==> src/rtl/vga_sync_gen.sv <==
// VGA timing generator driven by a pixel-rate clock enable derived from the system clock.
// Sync and video flags are registered from next-state counters so they align with pixel_x/pixel_y.
module vga_sync_gen #(
   parameter int unsigned DIV      = 4,
   parameter int unsigned H_ACTIVE = 640,
   parameter int unsigned H_FP     = 16,
   parameter int unsigned H_SYNC   = 96,
   parameter int unsigned H_BP     = 48,
   parameter int unsigned V_ACTIVE = 480,
   parameter int unsigned V_FP     = 10,
   parameter int unsigned V_SYNC   = 2,
   parameter int unsigned V_BP     = 33
) (
   input  logic       clk,
   input  logic       rst,
   input  logic       en,
   output logic       pix_tick,
   output logic       hsync,
   output logic       vsync,
   output logic       video_on,
   output logic [9:0] pixel_x,
   output logic [9:0] pixel_y,
   output logic       line_start,
   output logic       frame_start
);

   localparam int unsigned   PW       = (DIV > 1) ? $clog2(DIV) : 1;
   localparam logic [PW-1:0] PRE_MAX  = PW'(DIV - 1);
   localparam logic [9:0]    H_MAX    = 10'(H_ACTIVE + H_FP + H_SYNC + H_BP - 1);
   localparam logic [9:0]    V_MAX    = 10'(V_ACTIVE + V_FP + V_SYNC + V_BP - 1);
   localparam logic [9:0]    HS_FIRST = 10'(H_ACTIVE + H_FP);
   localparam logic [9:0]    HS_LAST  = 10'(H_ACTIVE + H_FP + H_SYNC - 1);
   localparam logic [9:0]    VS_FIRST = 10'(V_ACTIVE + V_FP);
   localparam logic [9:0]    VS_LAST  = 10'(V_ACTIVE + V_FP + V_SYNC - 1);
   localparam logic [9:0]    H_VIS    = 10'(H_ACTIVE);
   localparam logic [9:0]    V_VIS    = 10'(V_ACTIVE);

   logic [PW-1:0] pre_q, pre_d;
   logic [9:0]    x_q, x_d;
   logic [9:0]    y_q, y_d;
   logic          hsync_q, hsync_d;
   logic          vsync_q, vsync_d;
   logic          video_on_q, video_on_d;

   always_comb begin
      pix_tick    = en & (pre_q == PRE_MAX);
      line_start  = pix_tick & (x_q == H_MAX);
      frame_start = line_start & (y_q == V_MAX);

      pre_d = pre_q;
      x_d   = x_q;
      y_d   = y_q;
      if (en) begin
         pre_d = (pre_q == PRE_MAX) ? '0 : pre_q + 1'b1;
      end
      if (pix_tick) begin
         x_d = line_start ? '0 : x_q + 10'd1;
      end
      if (line_start) begin
         y_d = frame_start ? '0 : y_q + 10'd1;
      end

      // Decoding the next counter values keeps the flags in step with the counters.
      hsync_d    = ~((x_d >= HS_FIRST) && (x_d <= HS_LAST));
      vsync_d    = ~((y_d >= VS_FIRST) && (y_d <= VS_LAST));
      video_on_d = (x_d < H_VIS) && (y_d < V_VIS);
   end

   always_ff @(posedge clk or posedge rst) begin
      if (rst) begin
         pre_q      <= '0;
         x_q        <= '0;
         y_q        <= '0;
         hsync_q    <= 1'b1;
         vsync_q    <= 1'b1;
         video_on_q <= 1'b1;
      end else begin
         pre_q      <= pre_d;
         x_q        <= x_d;
         y_q        <= y_d;
         hsync_q    <= hsync_d;
         vsync_q    <= vsync_d;
         video_on_q <= video_on_d;
      end
   end

   assign pixel_x  = x_q;
   assign pixel_y  = y_q;
   assign hsync    = hsync_q;
   assign vsync    = vsync_q;
   assign video_on = video_on_q;

endmodule

==> config.mk <==
export PLATFORM = sky130hd
export DESIGN_NAME = vga_sync_gen
export DESIGN_NICKNAME = d
export VERILOG_FILES = /design/src/rtl/vga_sync_gen.sv
export SDC_FILE = /design/constraint.sdc
export NUM_CORES = 1
export LEC_CHECK = 0
export CAP_MARGIN = 0
export CORE_MARGIN = 10
export CORE_UTILIZATION = 35
export DETAILED_ROUTE_END_ITERATION = 8
export REMOVE_ABC_BUFFERS = 1
export SYNTH_ARGS = -nofsm -noshare
export SYNTH_HDL_FRONTEND = slang
export SYNTH_SLANG_ARGS = --single-unit
==> constraint.sdc <==
create_clock -name clk -period 2.3 [get_ports clk]
set_input_delay 0.23 -clock clk [delete_from_list [all_inputs] [get_ports clk]]
set_output_delay 0.23 -clock clk [all_outputs]
set_load 0.05 [all_outputs]
# --- Word level (Yosys, flattened, before mapping) ---
# Index checks and enable logic that the tools add are counted.
totals:
  ff_bits: 25
  inputBits: 3
  output_inout_bits: 26
op_classes:
  addsub: 3
  magnitude_cmp: 6
  n_eq_ne: 3
  muxes: 5
  bitwise_logic: 5
  reduce_logical: 3
ops:
  columns: ["operator", "n"]
  rows:
  - ["$mux 10", 4]
  - ["$add 10x1->10 const B", 2]
  - ["$eq 10x10->1 const B", 2]
  - ["$ge 10x10->1 const B", 1]
  - ["$ge 10x9->1 const B", 1]
  - ["$le 10x10->1 const B", 1]
  - ["$le 10x9->1 const B", 1]
  - ["$lt 10x10->1 const B", 1]
  - ["$lt 10x9->1 const B", 1]
  - ["$and 1x1->1", 3]
  - ["$logic_and 1x1->1", 3]
  - ["$add 2x1->2 const B", 1]
  - ["$eq 2x2->1 const B", 1]
  - ["$mux 2", 1]
  - ["$not 1->1", 2]

# --- Longest topological paths before layout ---
logic_depth:
  ltp_word: 9
  mapped_depth: 10
  depth_no_buf: 8

# --- Worst setup path after synthesis ---
# No wires, ideal clock.
synth_timing:
  path_kind: "reg2out"
  start: "register y_q[1] (netlist: pixel_y[1])"
  end: "output frame_start"
  arrival_time_ns: 2.208
  t_required_ns: 2.070
  path_slack_ns: -0.138
  stages_incl_launch_ff: 7
  cell_sequence: "dfrtp_1 > inv_1 > ha_1 > nand4_1 > or4_1 > buf_2 > nor2_1"
synth_between:
  elab_chain_cells: 2
synth_rtl:
  columns: ["item", "line", "rtl"]
  rows:
  - ["start: declaration", "40", "logic [9:0] y_q, y_d;"]
  - ["start signal: assignment", "80", "y_q <= y_d;"]
  - ["$eq 10x10->1", "48", "frame_start = line_start & (y_q == V_MAX);"]
  - ["$and 1x1->1", "48", null]
  - ["end: declaration", "24", "output logic frame_start"]
# No other way between the ends.

# --- Worst setup path after layout ---
# Ends and elaborated chain as after synthesis.

==> flow_metrics.py <==
metrics = {
    "setup_path": {
        "reg2reg_slack_ps": 300,
        "cp.arrival_ps": 1920,
        "reg2reg_from": "pixel_x[0]",
        "cp-end-kind": "output port",
        "crit_chain": "inv_1, ha_1, nand4_1, or4_4, nor2_2, buf_12",
        "crit_end": "frame_start",
        "required_ps": 2070,
        "max_stage_delay_ps": 560,
        "r2r_end": "pixel_y[8]",
        "cp-start-kind": "flip-flop",
        "path_class": "reg2out",
        "slowest_stage": "or4_4",
        "crit_path_start": "pixel_y[1]",
        "reg2reg_depth": 7,
        "cp_max_fo": 7,
    },
    "floorplanning": {
        "die_area_um2": 6930,
        "std_cell_rows": 22,
        "die-width_um": 83.2,
        "coreArea_um2": 3770,
        "dieHeight_um": 83.2,
        "initial_core_util": 0.371,
        "ioPinCount": 29,
    },
    "timing": {
        "hold_viol": 0,
        "slew_headroom": 0.565,
        "tightest_slew_ps": 651,
        "timing.fmax_mhz": 466,
        "setup_viol": 0,
        "timing.final.crit_share": 0.933,
        "period_needed_ps": 2150,
        "slew_viol_final": 0,
        "setup_tns_ps": 0,
        "clock_skew_ps": 1.95,
        "layout_setup_ws_ps": 154,
        "rsz0062_at_grt": "false",
    },
    "placement": {
        "place_congestion": 0.859,
        "port_buffers": 28,
        "dp_cells": 219,
        "dp_slack_ps": 101,
        "dpl.hpwl_mm": 2.58,
    },
    "power_and_ir_drop": {
        "p_seq_frac": 0.483,
        "power_switching_mw": 0.377,
        "p_leak_nw": 0.764,
        "pwr-share-comb": 0.290,
        "swShare": 0.340,
        "p_int_mw": 0.732,
        "power_mw": 1.11,
        "clkPwrFrac": 0.227,
        "ir_drop_mv": 0.312,
        "pwr_density_cell_nw_per_um2": 616,
    },
    "yosys": {
        "yosys_warnings": 0,
        "ys_types": 42,
        "netlist_instances": 145,
        "yosys.area.top_type": "dfrtp_1",
        "synth_top_area_share": 0.393,
        "synthArstFlopShare": 1.00,
        "ys_seq_elements": 25,
        "synthFlopType": "dfrtp_1",
        "avgSynthCellArea_um2": 9.66,
        "synth_edf_count": 0,
        "synthTopCellsByArea": "dfrtp_1 39%, nand2_1 5.9%, dfstp_2 5.6%",
        "yosysSeqAreaShare": 0.450,
        "syn-cell-area_um2": 1400,
    },
    "routing": {
        "dr.first_iter.drc_count": 71,
        "wl_per_cell_um": 15.0,
        "viasPerCell": 5.32,
        "ant_nets": 0,
        "num_vias": 1186,
        "wl_mm": 3.34,
        "drc": 0,
        "dr.pass1.iters": 5,
    },
    "clock_network": {
        "cts_made_buffers": 3,
        "tritoncts": "yes",
        "clk_pin_slew_ps": 80,
        "cts.sinks": 25,
        "cts_hold_buf": 0,
        "clockRootBuffer": "clkbuf_8",
        "cts_max_level": 1,
        "post_cts_buffers": 0,
        "clockBufferDepth": 2,
        "clk_latency_ps": 260,
    },
    "finish": {
        "stdcell_count": 223,
        "drive_gt1_frac": 0.143,
        "diodes": 0,
        "layout.nets": 183,
        "syn2layout_area_growth_pct": 28.5,
        "postLayoutCoreUtil": 0.477,
    },
    "global_route": {
        "grt_max_degree": 18,
        "antenna_found_initial": 0,
        "grt_overflow": 0,
        "grt_first_pass_wirelength_mm": 5.83,
        "grt_usage": 0.0956,
        "grt_pass1_vias": 1244,
    },
    "hold_path": {
        "hold_class": "in2async",
    },
    "flow_run": {
        "drv_cap": 0,
    },
    "run_status": {
        "outcome": "complete, no violations",
    },
}
-- stage by stage --
step                hold slack, ps  instance area [um^2]
floorplan                      255                  1360
global placement               492                  1750
detailed placement             505                  1750
CTS                            372                  1800
global route                   409                  1800
finish                         355                  1800
-- power by group through the flow --
| stage | clock, mW | sequential [mW] | combinational (mW) |
|---|---|---|---|
| 2_1_floorplan | 0 | 0.633 | 0.119 |
| 3_3_place_gp | 0 | 0.540 | 0.319 |
| 3_5_place_dp | 0 | 0.544 | 0.325 |
| 4_1_cts | 0.258 | 0.536 | 0.325 |
| 5_1_grt | 0.283 | 0.547 | 0.351 |
| 6_report | 0.252 | 0.535 | 0.321 |
-- cell usage in the layout (no fill, tap or decap), types with 2 or more instances in the layout --
master,instances
a211oi_1,3
a21o_1,2
a21oi_1,3
a31oi_1,2
and2_1,3
and3_1,3
buf_12,2
buf_4,5
clkbuf_8,3
clkdlybuf4s50_1,25
dfrtp_1,22
dfstp_2,3
ha_1,4
inv_1,8
mux2_2,2
mux2i_1,2
nand2_1,22
nand3_1,6
nand4_1,4
nor2_1,10
nor3_1,2
nor3_2,2
o21ai_0,4
o21ai_1,3
or3_1,2
xnor2_1,7
xor2_1,4
-- cells by family (layout without fill, tap and decap cells) --
group	count (synthesis)	in the layout	synth area share
flip-flops	25	25	0.450
AND/OR/NAND/NOR	65	65	0.255
AO/OA/AOI/OAI	21	21	0.108
XOR/XNOR	11	11	0.0688
buffers and inverters	15	45	0.0527
multiplexers	4	4	0.0304
adder cells (fa/ha/maj)	4	4	0.0357
-- critical path, delay by kind of cell, from the launching register on --
| kind | cells | cell delay (ps) |
|---|---|---|
| buffers and inverters | 2 | 250 |
| DFF | 1 | 430 |
| adders and majority gates | 1 | 160 |
| and+or+nand+nor | 3 | 830 |
-- cells in the mapped netlist, types with 4 or more instances --
library cell   n
dfrtp_1       22
xnor2_1        7
xor2_1         4
ha_1           4
nor2_1        11
nand4_1        4
nand3_1        6
inv_1          8
nand2_1       22
o21ai_0        4
-- timing repair --
item / 4_1_cts / 5_1_grt
pin swaps: 0 / 0
setup endpoints to repair: 1 / 1
gates resized for setup: 1 / 1
-- worst min-delay path by stage --
stage | slack (ps) | cells past startpoint | endpoint
floorplan | 260 | 1 | pixel_x[0]
global placement | 490 | 1 | pre_q[1]
detailed placement | 510 | 1 | pre_q[1]
CTS | 370 | 2 | pixel_y[8]
global route | 410 | 2 | pixel_y[8]
finish | 350 | 2 | pixel_y[1]
-- layer usage --
layer / global-route usage / vias up / wire (um)
li1: - / 566 / -
met1: 0.116 / 573 / 1470
met2: 0.145 / 43 / 1510
met3: 0.0449 / 4 / 340
met4: 0.0292 / 0 / 23
met5: 0 / - / 0
-- final cells by class --
cell class,count,area [um^2]
Multi-Input combinational cell,105,703
Clock buffer,4,45.0
Inverter,9,33.8
Sequential cell,25,629
Timing Repair Buffer,32,328
Fill cell,359,1970
Tap cell,48,60.1
-- registers in the layout, indices dropped and copies added, names as in the netlist --
register  cells
vsync         1
pixel_y      10
pixel_x      10
video_on      1
pre_q         2
hsync         1
Power figures use the tool's default switching activity.
